$ cat src/rtl/mips_hazard_ctrl.sv
// Hazard/forwarding controller for the 5-stage MIPS pipeline: shadow EXE/MEM/WB
// slots drive load-use/RAW stalls, taken-branch flushes and EXE forward selects.
module mips_hazard_ctrl #(
  parameter int unsigned REG_ADDR_W = 5,
  parameter bit          FWD_EN     = 1'b1,
  parameter bit          WB_BYPASS  = 1'b1,
  parameter int unsigned CNT_W      = 16
) (
  input  logic                  clk,
  input  logic                  resetN,
  input  logic                  idValid,
  input  logic [REG_ADDR_W-1:0] idRs,
  input  logic [REG_ADDR_W-1:0] idRt,
  input  logic                  idUsesRs,
  input  logic                  idUsesRt,
  input  logic                  idRegWrite,
  input  logic [REG_ADDR_W-1:0] idWriteReg,
  input  logic                  idMemRead,
  input  logic                  exBranchTaken,
  output logic                  pcWrite,
  output logic                  ifIdWrite,
  output logic                  ifIdFlush,
  output logic                  idExeFlush,
  output logic [1:0]            fwdA,
  output logic [1:0]            fwdB,
  output logic [CNT_W-1:0]      stallCount,
  output logic [CNT_W-1:0]      flushCount
);

  typedef struct packed {
    logic                  valid;
    logic                  reg_write;
    logic [REG_ADDR_W-1:0] write_reg;
    logic                  mem_read;
    logic [REG_ADDR_W-1:0] rs;
    logic [REG_ADDR_W-1:0] rt;
  } slot_t;

  slot_t ex_slot, mem_slot, wb_slot, ex_next;
  logic  br_taken, stall, load_use, raw_stall, rs_used, rt_used;
  logic  unused_fields;

  function automatic logic writes(input slot_t s, input logic [REG_ADDR_W-1:0] r);
    return s.valid & s.reg_write & (s.write_reg == r) & (r != '0);
  endfunction

  function automatic logic [1:0] fwd_sel(input logic [REG_ADDR_W-1:0] r);
    if (writes(mem_slot, r)) return 2'd1;
    if (writes(wb_slot, r))  return 2'd2;
    return 2'd0;
  endfunction

  always_comb begin
    // Only a definite 1 counts as taken; reset also masks it so the outputs
    // show their reset values while resetN is low.
    br_taken = resetN & (exBranchTaken === 1'b1);
    rs_used  = idValid & idUsesRs;
    rt_used  = idValid & idUsesRt;

    load_use  = 1'b0;
    raw_stall = 1'b0;
    if (FWD_EN) begin
      load_use = ex_slot.mem_read &
                 ((rs_used & writes(ex_slot, idRs)) | (rt_used & writes(ex_slot, idRt)));
    end else begin
      raw_stall = (rs_used & (writes(ex_slot, idRs) | writes(mem_slot, idRs))) |
                  (rt_used & (writes(ex_slot, idRt) | writes(mem_slot, idRt)));
      if (!WB_BYPASS)
        raw_stall = raw_stall | (rs_used & writes(wb_slot, idRs)) |
                    (rt_used & writes(wb_slot, idRt));
    end
    stall = (load_use | raw_stall) & ~br_taken;

    pcWrite    = 1'b1;
    ifIdWrite  = 1'b1;
    ifIdFlush  = 1'b0;
    idExeFlush = 1'b0;
    if (br_taken) begin
      ifIdFlush  = 1'b1;
      idExeFlush = 1'b1;
    end else if (stall) begin
      pcWrite    = 1'b0;
      ifIdWrite  = 1'b0;
      idExeFlush = 1'b1;
    end

    fwdA = 2'd0;
    fwdB = 2'd0;
    if (FWD_EN && ex_slot.valid) begin
      fwdA = fwd_sel(ex_slot.rs);
      fwdB = fwd_sel(ex_slot.rt);
    end

    ex_next = '0;
    if (!idExeFlush) begin
      ex_next.valid     = idValid;
      ex_next.reg_write = idRegWrite;
      ex_next.write_reg = idWriteReg;
      ex_next.mem_read  = idMemRead;
      ex_next.rs        = idRs;
      ex_next.rt        = idRt;
    end
  end

  always_comb begin
    unused_fields = ^{mem_slot.mem_read, mem_slot.rs, mem_slot.rt,
                      wb_slot.mem_read, wb_slot.rs, wb_slot.rt};
  end

  always_ff @(posedge clk or negedge resetN) begin
    if (!resetN) begin
      ex_slot    <= '0;
      mem_slot   <= '0;
      wb_slot    <= '0;
      stallCount <= '0;
      flushCount <= '0;
    end else begin
      ex_slot  <= ex_next;
      mem_slot <= ex_slot;
      wb_slot  <= mem_slot;
      if (stall && stallCount != '1)
        stallCount <= stallCount + 1'b1;
      if (br_taken && flushCount != '1)
        flushCount <= flushCount + 1'b1;
    end
  end

endmodule
$ cat config.mk
export PLATFORM = sky130hd
export DESIGN_NAME = mips_hazard_ctrl
export DESIGN_NICKNAME = d
export VERILOG_FILES = /design/src/rtl/mips_hazard_ctrl.sv
export SDC_FILE = /design/constraint.sdc
export NUM_CORES = 1
export LEC_CHECK = 0
export CELL_PAD_IN_SITES_DETAIL_PLACEMENT = 1
export CELL_PAD_IN_SITES_GLOBAL_PLACEMENT = 2
export CORE_MARGIN = 4
export CORE_UTILIZATION = 32
export DETAILED_ROUTE_END_ITERATION = 8
export PLACE_DENSITY_LB_ADDON = 0.1
export SLEW_MARGIN = 15
export SYNTH_ARGS = -nofsm -noshare
export SYNTH_HDL_FRONTEND = slang
export SYNTH_SLANG_ARGS = --single-unit
$ cat constraint.sdc
create_clock -name clk -period 2.3 [get_ports clk]
set_input_delay 0.345 -clock clk [delete_from_list [all_inputs] [get_ports clk]]
set_output_delay 0.345 -clock clk [all_outputs]
set_load 0.03 [all_outputs]
Word level (Yosys, flattened, before mapping)
Cells that the tools add are included.

storage, ports and cells
  RAM bits = 0
  input port bits = 23
  bits in latches = 0
  output and inout bits = 40
  memories kept = 0
  logic and storage cells = 81
  memory bits (read-only) = 0
  flip-flop bits (word level) = 64

operators by class
  eq/ne operators = 9
  reduce and logical (&&, ||, !) cells = 6
  magnitude comparators = 0
  add/subtract/negate cells = 2
  $mul = 0
  divide/modulo/power cells = 0
  shifts and indexed selects = 0
  bitwise gates (word level) = 24
  muxes and demuxes = 26

operator list
  cell                     number
  $add A16 B1 Y16 const B  2
  $ne A16 B16 Y1 const B   2
  $eq A5 B5 Y1             6
  $and A1 B1 Y1            22
  $mux W2                  10
  $reduce_bool A5 Y1       4
  $mux W18                 1
  $mux W1                  15
  $logic_and A1 B1 Y1      2
  $eqx A1 B1 Y1 const B    1
  $not A1 Y1               1
  $or A1 B1 Y1             1

Depth between registers and ports, before layout
  word-level depth = 10
  gate-level depth with buffers = 8
  mapped depth without buffers = 7

Least setup slack after synthesis
Ideal clock, no wire load.

  path type = register to output
  start = register ex_slot[0] in the netlist's numbering
  end = output port fwdB[1]
  setup slack = -0.229 ns
  required time = 1.955 ns
  arrival time = 2.184 ns
  stages on the path, launching flop included = 5
  path buffers = 0
  cells stage by stage = dfrtp_1 > or4_1 > o2111ai_1 > nor2_1 > nor4_1

on the way
  longest elaborated chain between the ends = 9
  elaborated cells between the ends (all ways) = 16

RTL lines
  what                        line  RTL
  start: declaration          39    slot_t ex_slot, mem_slot, wb_slot, ex_next;
  start signal: assignment    118   ex_slot <= ex_next;
  $eq A5 B5 Y1                44    return s.valid & s.reg_write & (s.write_reg == r) & (r != '0);
  $and A1 B1 Y1 (2 in a row)  44
  $mux W1 (2 in a row)        49    if (writes(wb_slot, r)) return 2'd2;
  $mux W1                     89    if (FWD_EN && ex_slot.valid) begin
  $mux W2                     50    return 2'd0;
  $mux W2 (*)                 49
  $mux W2 (*)                 89
  end: declaration            25    output logic [1:0] fwdB,

Mark *: on every way between the ends. The rest lies on a longest branch, timed or not. The select of a mux whose other input is x is not followed.

Worst setup path in the final report
  start = input port idRs[3]
  end = output port pcWrite

on the way
  longest elaborated chain between the ends = 9
  elaborated cells between the ends (all ways) = 10

RTL lines
  what                line  RTL
  start: declaration  12    input logic [REG_ADDR_W-1:0] idRs,
  $eq A5 B5 Y1        -
  $and A1 B1 Y1       -
  $and A1 B1 Y1 (*)   -
  $and A1 B1 Y1 (*)   64    ((rs_used & writes(ex_slot, idRs)) | (rt_used & writes(ex_slot, idRt)));
  $or A1 B1 Y1 (*)    64
  $and A1 B1 Y1 (*)   63    load_use = ex_slot.mem_read &
  $and A1 B1 Y1 (*)   72    stall = (load_use | raw_stall) & ~br_taken;
  $mux W1 (*)         81    end else if (stall) begin
  $mux W1 (*)         78    if (br_taken) begin
  end: declaration    20    output logic pcWrite,

Mark *: on every way between the ends. The rest lies on a longest branch, timed or not.

==> flow_metrics.py <==
metrics = {
    "setup_path": {
        "required_ps": 1960,
        "worstSetupEndpointType": "primary output",
        "critPathBufInv": 3,
        "crit_chain": "dlygate4sd2_1, or4_4, a21oi_4, nor4_4, or2_4, buf_6, nand2_4, buf_6",
        "cpMostUsedCell": "buf_6",
        "start_kind": "input port",
        "critPathMaxFanout": 3,
        "cp_slowest_cell": "or4_4",
        "cp_top_family": "simple AND/OR/NAND/NOR gates",
        "worstPathArrival_ps": 1940,
        "slowest_delay_ps": 450,
        "setup.worst_path.start": "idRs[3]",
        "critical_path_class": "input port to primary output",
        "timing.rr.start": "ex_slot[11]",
    },
    "timing": {
        "worst_slack_ps": 12.1,
        "setup_viol": 0,
        "tightest_slew_ps": 829,
        "post-route-period-util": 0.995,
        "max_slew_margin": 0.447,
        "min_period_ps": 2290,
        "finClkSkew_ps": 10.6,
        "finalHoldViolations": 0,
        "clock.fmax_mhz": 437,
        "finalMaxSlewViolations": 0,
        "rsz0062_at_grt": "true",
        "hold_slack_ps": 237,
    },
    "global_route": {
        "grt_usage": 0.150,
        "antenna_found_initial": 0,
        "grt_start_max_net_pins": 65,
        "grt_first_pass_wirelength_mm": 13.1,
        "grt_remaining_overflow": 0,
        "grt_pass1_vias": 2567,
    },
    "power": {
        "ir_drop_mv": 0.206,
        "power_mw": 2.95,
        "powerDensity_nw_per_um2": 683,
        "p_leak_nw": 1.88,
    },
    "route": {
        "routedWlPerCell_microns": 16.1,
        "avgViaCountPerCell": 4.83,
        "vias": 2319,
        "drt_iter0_drc": 42,
        "ant_nets": 0,
        "drtPass1Iterations": 4,
        "routed_wirelength_mm": 7.72,
        "drc": 0,
    },
    "outcome": {
        "status": "finished clean",
    },
    "floorplanning": {
        "fp.coreArea_sq_um": 8850,
        "placementRows": 34,
        "die_w_microns": 104,
        "dieArea_sq_um": 10800,
        "ios": 63,
        "die_h_microns": 104,
        "start_util": 0.333,
    },
    "clock_tree": {
        "cts_tree": "yes",
        "path_clk_slew_ps": 80,
        "hold_buffers": 0,
        "max-clock-path-buffers": 2,
        "cts_root_buf": "clkbuf_8",
        "cts.sinks": 64,
        "htree_num_levels": 3,
        "clkLatencyLatePin_ps": 330,
        "cts_made_buffers": 9,
    },
    "finish": {
        "fin_area_sq_um": 4320,
        "area_growth_pct": 46.7,
        "n_antenna_cell": 0,
        "layout-drive-gt1-share": 0.239,
        "final_util": 0.489,
        "nets": 392,
    },
    "yosys": {
        "synth_seq_cells": 64,
        "syn-cell-area_sq_um": 2950,
        "ys_warn_count": 0,
        "postSynthCellCount": 264,
        "synth.distinct_cells": 36,
        "syn_nets": 289,
        "syn_area_per_cell_sq_um": 11.2,
        "seq_area_frac_synth": 0.544,
    },
    "place": {
        "dp.final_hpwl_mm": 5.67,
        "dp_slack_ps": -641,
        "io_buffers": 62,
        "placed_cell_area_sq_um": 3880,
        "gp_congestion": 0.757,
    },
    "hold_path": {
        "min_path_type": "input port to async pin",
    },
    "flow_run": {
        "drv_cap": 0,
    },
}
==> synthesized netlist by cell type <==
| cell type | instances | area [sq um] |
|---|---|---|
| nor4_1 | 4 | 25.0 |
| buf_6 | 1 | 11.3 |
| or2_2 | 1 | 6.26 |
| inv_1 | 5 | 18.8 |
| nor4b_2 | 1 | 15.0 |
| or2_4 | 1 | 8.76 |
| buf_4 | 1 | 7.51 |
| nand2b_1 | 3 | 18.8 |
| a31oi_1 | 1 | 6.26 |
| o21a_1 | 1 | 7.51 |
| and3_1 | 7 | 43.8 |
| and4_1 | 4 | 35.0 |
| o2111a_1 | 1 | 11.3 |
| nand2_1 | 16 | 60.1 |
| ha_1 | 2 | 25.0 |
| nor2_8 | 1 | 20.0 |
| mux2_4 | 1 | 15.0 |
| o2111ai_1 | 2 | 17.5 |
| mux2_2 | 1 | 11.3 |
| xor2_1 | 13 | 114 |
| nor3_1 | 9 | 45.0 |
| nand3_1 | 15 | 75.1 |
| dfrtp_1 | 64 | 1600 |
| clkinv_1 | 1 | 3.75 |
| a21oi_1 | 1 | 5.00 |
| o21ai_1 | 1 | 5.00 |
| nor2_1 | 16 | 60.1 |
| o21ai_2 | 1 | 8.76 |
| or4_1 | 3 | 22.5 |
| a32o_1 | 1 | 10.0 |
| clkbuf_1 | 2 | 7.51 |
| a21oi_2 | 1 | 8.76 |
| and2_1 | 21 | 131 |
| nand4_1 | 17 | 106 |
| o21ai_0 | 2 | 10.0 |
| xnor2_1 | 42 | 368 |
==> cells in the final DEF (no fill, tap or decap), drive strengths merged, types with 3 or more instances in the layout <==
cell,netlist,routed
dfrtp,64,64
clkdlybuf4s50,0,44
xnor2,42,42
buf,2,42
and2,21,21
nand4,17,17
nor2,17,17
nand2,16,16
nand3,15,15
xor2,13,13
clkbuf,2,11
nor3,9,9
and3,7,7
dlygate4sd2,0,6
inv,5,5
o21ai,4,4
and4,4,4
nor4,4,4
or4,3,3
nand2b,3,3
clkinv,1,3
==> registers in the layout, summed over array words and instances (netlist names) <==
name	count
flushCount	16
stallCount	16
mem_slot	7
ex_slot	18
wb_slot	7
==> worst register-to-register path, stage by stage, from the launching register on <==
cell and delay, ps:
dfrtp_2 470, xnor2_1 150, nand2_1 120, nor4_4 290, buf_4 160, buf_4 90, buf_4 100, o21ai_2 60
buf_12 150, nor3_1 220, xor2_1 160
==> stage by stage <==
step | TNS (ps) | std cells
after floorplan | 0 | 264
after global placement | -1930 | 456
after detailed placement | -4060 | 456
after CTS | -107 | 477
after global routing | -298 | 480
final | 0 | 480
==> worst paths after layout <==
kind	to	depth (start not counted)	slack (ps)
setup / recovery	pcWrite	8	10
hold / removal	flushCount[5]	2	240
setup reg to reg	stallCount[13]	10	260
hold reg to reg	mem_slot[16]	0	390
max in group asynchronous	ex_slot[12]	2	1450
min in group clk	mem_slot[16]	0	390
==> per-layer routing <==
layer / part of all wire / vias up / track usage
met3: 0.026 / 7 / 0.0317
met1: 0.44 / 1157 / 0.185
met4: 0.0093 / 0 / 0.0484
li1: - / 1118 / -
met2: 0.52 / 37 / 0.263
met5: 0 / - / 0
==> power breakdown <==
part	internal [mW]	switching (mW)	total, mW
clock	0.643	0.448	1.09
sequential	1.21	0.113	1.32
combinational	0.268	0.271	0.539
==> final cells by class <==
cell class / instances / area [sq um]
fillers: 986 / 4530
flip-flops and latches: 64 / 1610
multi-input cells: 190 / 1460
repair buffers: 96 / 870
clock buffers: 10 / 138
well taps: 108 / 135
clock inverters: 6 / 92.6
inverters: 6 / 22.5
==> what timing repair did <==
action / 4_1_cts / 5_1_grt
setup buffers: 5 / 3
setup endpoints to repair: 6 / 8
pin swaps: 15 / 13
gates resized for setup: 47 / 19
==> cells by family (layout without fill, tap and decap cells) <==
group                    after synthesis  in the layout  synth area share
adder cells (fa/ha/maj)                2              2           0.00849
buffers and inverters                 10            118            0.0166
flip-flops                            64             64             0.544
AO/OA/AOI/OAI                         12             12            0.0306
multiplexers                           2              2           0.00892
XOR/XNOR                              55             55             0.163
AND/OR/NAND/NOR                      119            119             0.228
No activity file was read; power rests on OpenSTA's default activity.
